`src/rtl/text_overlay_ctrl.sv`:
```
// text_overlay_ctrl: screen FSM, text drawer enables, font ROM arbiter and pixel alignment.
// Optional TEXT_BLINK_EN macro enables blinking of the title text.
module text_overlay_ctrl #(
   parameter int BLINK_FRAMES = 30,
   parameter int ROM_LAT = 1
) (
   input  logic        clk,
   input  logic        rst,
   input  logic        frame_tick,
   input  logic        btn_start,
   input  logic        game_over,
   input  logic [2:0]  req_on,
   input  logic [32:0] req_rom_addr,
   input  logic [8:0]  req_bit_addr,
   output logic [10:0] rom_addr,
   input  logic [7:0]  rom_data,
   output logic        en_start,
   output logic        en_score,
   output logic        en_over,
   output logic        text_on,
   output logic [1:0]  text_sel,
   output logic [1:0]  state
);
   typedef enum logic [1:0] {TITLE = 2'd0, PLAY = 2'd1, OVER = 2'd2} st_t;
   st_t st;
   logic btn_q, pend_go, pend_over, rise, go;
   logic [8:0] lock;
   logic [1:0] grant, grant_d;
   logic [2:0] bsel, bit_d;
   logic valid_d;
   logic [5:0] pipe [ROM_LAT];
`ifdef TEXT_BLINK_EN
   logic [7:0] cnt;
   logic phase, wrap;
   assign wrap = cnt == 8'(BLINK_FRAMES - 1);
`endif
   // edges during the game-over lockout are dropped, not deferred
   assign rise = btn_start & ~btn_q & ~(st == OVER && lock != 9'd0);
   assign go = pend_go | rise;
   assign state = st;
   always_ff @(posedge clk or posedge rst) begin
      if (rst) begin
         st <= TITLE;
         btn_q <= 1'b0;
         pend_go <= 1'b0;
         pend_over <= 1'b0;
         lock <= '0;
         en_start <= 1'b1;
         en_score <= 1'b0;
         en_over <= 1'b0;
`ifdef TEXT_BLINK_EN
         cnt <= '0;
         phase <= 1'b1;
`endif
      end else begin
         btn_q <= btn_start;
         pend_go <= pend_go | rise;
         pend_over <= pend_over | (game_over & (st == PLAY));
`ifdef TEXT_BLINK_EN
         en_start <= (st == TITLE) & phase;
`else
         en_start <= st == TITLE;
`endif
         en_score <= (st == PLAY) | (st == OVER);
         en_over <= st == OVER;
         case (st)
            TITLE: begin
`ifdef TEXT_BLINK_EN
               if (frame_tick) begin
                  cnt <= wrap ? '0 : cnt + 8'd1;
                  phase <= phase ^ wrap;
               end
`endif
               if (frame_tick & go) begin
                  st <= PLAY;
                  pend_go <= 1'b0;
                  pend_over <= 1'b0;
               end
            end
            PLAY: if (frame_tick & (pend_over | game_over)) begin
               st <= OVER;
               lock <= 9'(2 * BLINK_FRAMES);
               pend_go <= 1'b0;
               pend_over <= 1'b0;
            end
            OVER: begin
               if (frame_tick && lock != 9'd0) lock <= lock - 9'd1;
               if (frame_tick && go && lock == 9'd0) begin
                  st <= TITLE;
                  pend_go <= 1'b0;
                  pend_over <= 1'b0;
`ifdef TEXT_BLINK_EN
                  cnt <= '0;
                  phase <= 1'b1;
`endif
               end
            end
            default: begin
               st <= TITLE;
`ifdef TEXT_BLINK_EN
               cnt <= '0;
               phase <= 1'b1;
`endif
            end
         endcase
      end
   end
   // fixed priority 2 > 0 > 1
   assign grant = req_on[2] ? 2'd2 : req_on[0] ? 2'd0 : req_on[1] ? 2'd1 : 2'd3;
   assign rom_addr = req_on[2] ? req_rom_addr[32:22] : req_on[0] ? req_rom_addr[10:0] :
                     req_on[1] ? req_rom_addr[21:11] : 11'd0;
   assign bsel = req_on[2] ? req_bit_addr[8:6] : req_on[0] ? req_bit_addr[2:0] :
                 req_on[1] ? req_bit_addr[5:3] : 3'd0;
   always_ff @(posedge clk or posedge rst) begin
      if (rst) begin
         for (int i = 0; i < ROM_LAT; i++) pipe[i] <= '0;
      end else begin
         pipe[0] <= {|req_on, grant, bsel};
         for (int i = 1; i < ROM_LAT; i++) pipe[i] <= pipe[i-1];
      end
   end
   assign {valid_d, grant_d, bit_d} = pipe[ROM_LAT-1];
   assign text_on = valid_d & rom_data[~bit_d];
   assign text_sel = valid_d ? grant_d : 2'd3;
endmodule

```
`config.mk`:
```
export PLATFORM = sky130hd
export DESIGN_NAME = text_overlay_ctrl
export DESIGN_NICKNAME = d
export VERILOG_FILES = /design/src/rtl/text_overlay_ctrl.sv
export SDC_FILE = /design/constraint.sdc
export NUM_CORES = 1
export LEC_CHECK = 0
export ABC_AREA = 0
export BUFFER_PORTS_ARGS = -buffer_cell sky130_fd_sc_hd__clkbuf_2
export CORE_ASPECT_RATIO = 1.1
export CORE_MARGIN = 3
export CORE_UTILIZATION = 48
export CTS_BUF_LIST = sky130_fd_sc_hd__clkbuf_4 sky130_fd_sc_hd__clkbuf_8
export DETAILED_ROUTE_END_ITERATION = 8
export PLACE_DENSITY = 0.83
export SETUP_SLACK_MARGIN = 0.4
export SLEW_MARGIN = 20
export SYNTH_ARGS = -nofsm -noshare
export SYNTH_HDL_FRONTEND = slang
export SYNTH_SLANG_ARGS = --single-unit
```
`constraint.sdc`:
```
create_clock -name clk -period 2.3 [get_ports clk]
set_input_delay 0.46 -clock clk [delete_from_list [all_inputs] [get_ports clk]]
set_output_delay 0.46 -clock clk [all_outputs]
set_load 0.01 [all_outputs]
```
# Yosys cells after proc, flatten, opt, wreduce, memory -nomap -nowiden
# Index checks and enable logic that the tools add are counted.
# totals
register_bits	23
latchBits	0
mem_bits_rw	0
mem_bits_ro	0
input_bits	58
word_cells	68
mem_count	0
# classes
add_sub_neg	1
n_mul	0
n_div	0
n_lt_le_gt_ge	1
eq_ne	6
shift	0
mux	27
bitwise_logic	13
reduce_logical	11
# ops
operator	count
2-to-1 mux 11 bit	3
2-to-1 mux 9 bit	2
case mux 9 bit (2 select lines)	1
2-to-1 mux 2 bit	7
logical NOT 9 bit	1
2-to-1 mux 3 bit	3
nonzero test 9 bit	1
subtractor 9 x 1 -> 9 bit (second input constant)	1
!= test 2 x 1 -> 1 bit (second input constant)	4
2-to-1 mux 1 bit	7
AND 1 bit	6
case mux 1 bit (3 select lines)	2
case mux 2 bit (3 select lines)	1
AND reduction 3 bit	2
logical AND 1 bit	4
less-than comparator 3 x 4 -> 1 bit (second input constant)	1
bitwise OR 1 bit	4
binary-select mux 1 bit (select 3 bit)	1
NOT 3 bit	1
OR reduction 3 bit	1
== test 2 x 1 -> 1 bit (second input constant)	1
== test 2 bit (second input constant)	1
logical NOT 2 bit	1
NOT 1 bit	2
nonzero test 2 bit	1

# Depth between registers and ports, before layout
# logic_depth
word_depth	9
mapped_depth	7

# Worst setup path before layout
# Ideal clock, no wire load.
# synth_timing
kind	input -> output
start	input req_on[0]
end	output rom_addr[4]
arrival_time_ps	1521
required_ps	1840
slack_ps	319
path_stages	5
path_cell_list	clkbuf_1 -> nor2b_1 -> clkbuf_1 -> a22oi_1 -> o21ai_0
# synth_between
elab_chain_len	2
# synth_lines
item	line_no	rtl
start, declared	12	input logic [2:0] req_on,
2-to-1 mux 11 bit (2 in a row)	110	assign rom_addr = req_on[2] ? req_rom_addr[32:22] : req_on[0] ? req_rom_addr[10:0] :
end, declared	15	output logic [10:0] rom_addr,
# No other way between the ends.

# Worst setup path after layout
# layout_timing
start	register pipe[0] (netlist bit)
end	output text_on
# layout_between
elab_chain_len	4
# layout_lines
item	line_no	rtl
start, declared	31	logic [5:0] pipe [ROM_LAT];
NOT 3 bit	123	assign text_on = valid_d & rom_data[~bit_d];
binary-select mux 1 bit (select 3 bit)	123	
2-to-1 mux 1 bit (implied by the code)	123	
AND 1 bit	123	
end, declared	20	output logic text_on,
# No other way between the ends. The select of a mux whose other input is x is not followed.

==> results.py <==
metrics = {
    "pwr": {
        "leakage_nw": 0.932,
        "peakVddDrop_mv": 0.344,
        "p_total_mw": 1.60,
        "p_per_area_mw_per_mm2": 786,
    },
    "logic_synthesis": {
        "synth_cell_types": 43,
        "synth_cells": 178,
        "synthFlopType": "dfrtp_1",
        "yosysWarnings": 0,
        "synth_edf_count": 0,
        "syn-mean-instance-area_sq_um": 8.86,
        "ys_seq_elements": 23,
        "synth-seq-area-share": 0.366,
        "async_flop_share": 1.00,
        "mappedNetlistArea_sq_mm": 0.00158,
        "synth_nets": 242,
    },
    "global_routing": {
        "grt_pass1_vias": 1512,
        "grt_max_degree": 32,
        "grt.total_usage": 0.194,
        "antenna_found_initial": 0,
        "grt_first_pass_wirelength_um": 6150,
        "grt_overflow": 0,
    },
    "sta": {
        "relSlewSlack": 0.437,
        "setup_viol_count_final": 0,
        "worst_pin_slew_ps": 843,
        "fin_crit_sh": 0.876,
        "fmax_mhz": 496,
        "layout_min_cycle_time_ps": 2010,
        "rsz0062_at_grt": "yes",
        "hold_viol": 0,
        "skew_ps": 3.15,
        "worst_slack_ps": 286,
        "timing.hold.ws_ps": 266,
        "drv_slew": 0,
        "finalSetupTns_ps": 0,
    },
    "worst_setup_path": {
        "worst_path_max_delay_cell": "mux4_2",
        "path_buf_inv": 1,
        "slowest_delay_ps": 520,
        "cp.arrival_ps": 1550,
        "reg2reg_from": "lock[0]$_DFFE_PP0P_",
        "cp.depth": 4,
        "critical_path.cell_chain": "mux4_2 -> mux2i_1 -> nor2b_1 -> clkbuf_2",
        "worst_path_dominant_cell_family": "multiplexers",
        "worst-path-max-fanout": 2,
        "worstPathRequired_ps": 1840,
        "critPathLaunchType": "flip-flop",
        "crit-reg2reg-capture": "lock[7]$_DFFE_PP0P_",
        "crit_path_end_kind": "output port",
        "rrSetupSlack_ps": 460,
        "worstSetupPathType": "reg -> out",
        "reg2regPathDepth": 6,
    },
    "job": {
        "maxCapViolCount": 0,
    },
    "detailed_routing": {
        "drc": 0,
        "routed_wl_um": 3830,
        "viasPerCell": 5.80,
        "drt_iter0_drc": 57,
        "routed-wl-met3_um": 307,
        "drt_first_pass_iters": 4,
        "wl_met2_um": 1950,
        "detail-route-antenna-nets": 0,
        "met1Wirelength_um": 1500,
        "vias": 1648,
        "highest_layer": "met4",
        "avgRoutedWirePerCell_um": 13.5,
    },
    "clocking": {
        "clk_latency_ps": 310,
        "hold_buffers": 0,
        "cts.sinks": 23,
        "cts.clk_slew.worst_paths_ps": 130,
        "clockBufferDepth": 2,
        "cts_buffers": 3,
        "h-tree-depth": 1,
        "clockRootBuffer": "clkbuf_4",
        "cts_tree": "built",
    },
    "min_path": {
        "holdPathEnd": "btn_q$_DFF_PP0_",
        "whs_path_depth": 1,
        "worstHoldStart": "btn_start",
        "min_path_type": "in -> reg",
    },
    "final_layout": {
        "post-route-cell-area_sq_mm": 0.00203,
        "diodes": 0,
        "nFillCells": 294,
        "fin_cells": 284,
        "drive_gt1_frac": 0.404,
        "area_delta_synth_final_pct": 28.8,
        "fin_util": 0.655,
        "nNetsFinal": 315,
    },
    "floorplanning": {
        "rows": 21,
        "die_x_um": 60.7,
        "coreArea_sq_mm": 0.00310,
        "initial_core_util": 0.509,
        "io_pins": 77,
        "die_h_um": 66.1,
        "die-area_sq_mm": 0.00401,
    },
    "placement": {
        "post-place-cells": 279,
        "dp_slack_ps": 416,
        "port_buffers": 76,
        "place_area_sq_mm": 0.00195,
        "hpwlAfterDp_um": 3070,
        "place_congestion": 0.818,
    },
    "outcome": {
        "outcome": "finished, final reports clean",
    },
}
worst reg2reg max path: cells and delay by family (launching register included):
family          cells  cell delay [ps]
simple gates        3              920
buf+inv             1               90
compound gates      1              140
fa+ha+maj           1              230
flops               1              410
kinds of logic after synthesis:
family / count (synthesis) / share of synthesized area
simple gates: 66 / 0.241
compound gates: 63 / 0.251
flops: 23 / 0.366
buf+inv: 17 / 0.0603
fa+ha+maj: 6 / 0.0476
mux: 3 / 0.0349
layout by cell type (no fill, tap or decap), types with 2 or more instances in the layout:
| master | instances |
|---|---|
| clkbuf_2 | 76 |
| nand2_1 | 21 |
| dfrtp_1 | 21 |
| o21ai_1 | 14 |
| a22oi_1 | 13 |
| o21ai_0 | 10 |
| a21oi_1 | 9 |
| nor2_1 | 6 |
| nand4_1 | 4 |
| nor3_1 | 4 |
| inv_1 | 4 |
| a31oi_1 | 4 |
| ha_1 | 4 |
| buf_4 | 4 |
| o21a_1 | 3 |
| or3_1 | 3 |
| nor3b_1 | 3 |
| nor2b_1 | 3 |
| nand2b_1 | 3 |
| clkbuf_4 | 3 |
| nor4_1 | 2 |
| nand3b_1 | 2 |
| mux4_2 | 2 |
| o211ai_1 | 2 |
| nand3_1 | 2 |
| nor3b_2 | 2 |
| and4_1 | 2 |
| ha_4 | 2 |
cells in the mapped netlist (2+ instances only):
| library cell | n | area share |
|---|---|---|
| o21ai_0 | 10 | 0.032 |
| dfrtp_1 | 22 | 0.35 |
| nor2_1 | 6 | 0.014 |
| nor3b_1 | 5 | 0.024 |
| nand3b_1 | 2 | 0.0095 |
| o21a_1 | 3 | 0.014 |
| mux4_2 | 2 | 0.029 |
| a22oi_1 | 13 | 0.062 |
| inv_1 | 5 | 0.012 |
| nor2b_1 | 3 | 0.012 |
| and4_1 | 2 | 0.011 |
| a31oi_1 | 4 | 0.016 |
| ha_1 | 6 | 0.048 |
| clkbuf_1 | 7 | 0.017 |
| nor4_1 | 2 | 0.0079 |
| o211ai_1 | 2 | 0.0095 |
| or4_1 | 2 | 0.0095 |
| or3_1 | 3 | 0.012 |
| nand3_1 | 2 | 0.0063 |
| nand2_1 | 21 | 0.050 |
| nand2b_1 | 3 | 0.012 |
| nand4_1 | 4 | 0.016 |
| a21oi_1 | 10 | 0.032 |
| o21ai_1 | 14 | 0.044 |
| buf_6 | 4 | 0.029 |
| nor3_1 | 4 | 0.013 |
report_power, final:
group / internal (mW) / total [mW] / switching (mW)
combinational: 0.339 / 0.719 / 0.380
sequential: 0.534 / 0.689 / 0.155
clock: 0.0650 / 0.189 / 0.124
total: 0.938 / 1.60 / 0.659
layout make-up:
cell class / instances / area, sq um / area share
Tap cell: 34 / 42.5 / 0.0209
Clock buffer: 3 / 22.5 / 0.0111
Multi-Input combinational cell: 138 / 955 / 0.470
Clock inverter: 1 / 5.00 / 0.00246
Sequential cell: 23 / 578 / 0.284
Timing Repair Buffer: 80 / 410 / 0.202
Inverter: 5 / 18.8 / 0.00924
registers in the layout, indices dropped and copies added (netlist names):
| signal | cells |
|---|---|
| en_over | 1 |
| state | 2 |
| pipe | 6 |
| btn_q | 1 |
| lock | 9 |
| en_score | 1 |
| pend_over | 1 |
| en_start | 1 |
| pend_go | 1 |
routing by layer:
metal  global-route usage  vias up
met5                    0        -
met4               0.0650        0
met3               0.0215        8
met2                0.342       85
met1                0.241      749
li1                     -      806
repair_timing:
| action | CTS | global route |
|---|---|---|
| resized for setup | 3 | 10 |
| setup endpoints to repair | 4 | 7 |
| buffers inserted | 0 | 1 |
| gates cloned | 0 | 0 |
how the worst max path moves through the flow:
stage,slack [ps],startpoint,end
after floorplan,410,req_on[0],rom_addr[4]
after global placement,470,state[0]$_DFFE_PP0P_,lock[7]$_DFFE_PP0P_
after detailed placement,420,state[1]$_DFFE_PP0P_,lock[2]$_DFFE_PP0P_
after CTS,260,pipe[0]$_DFF_PP0_,text_on
after global routing,190,pipe[0]$_DFF_PP0_,text_on
final,290,pipe[0]$_DFF_PP0_,text_on
No activity file was read; power rests on OpenSTA's default activity.
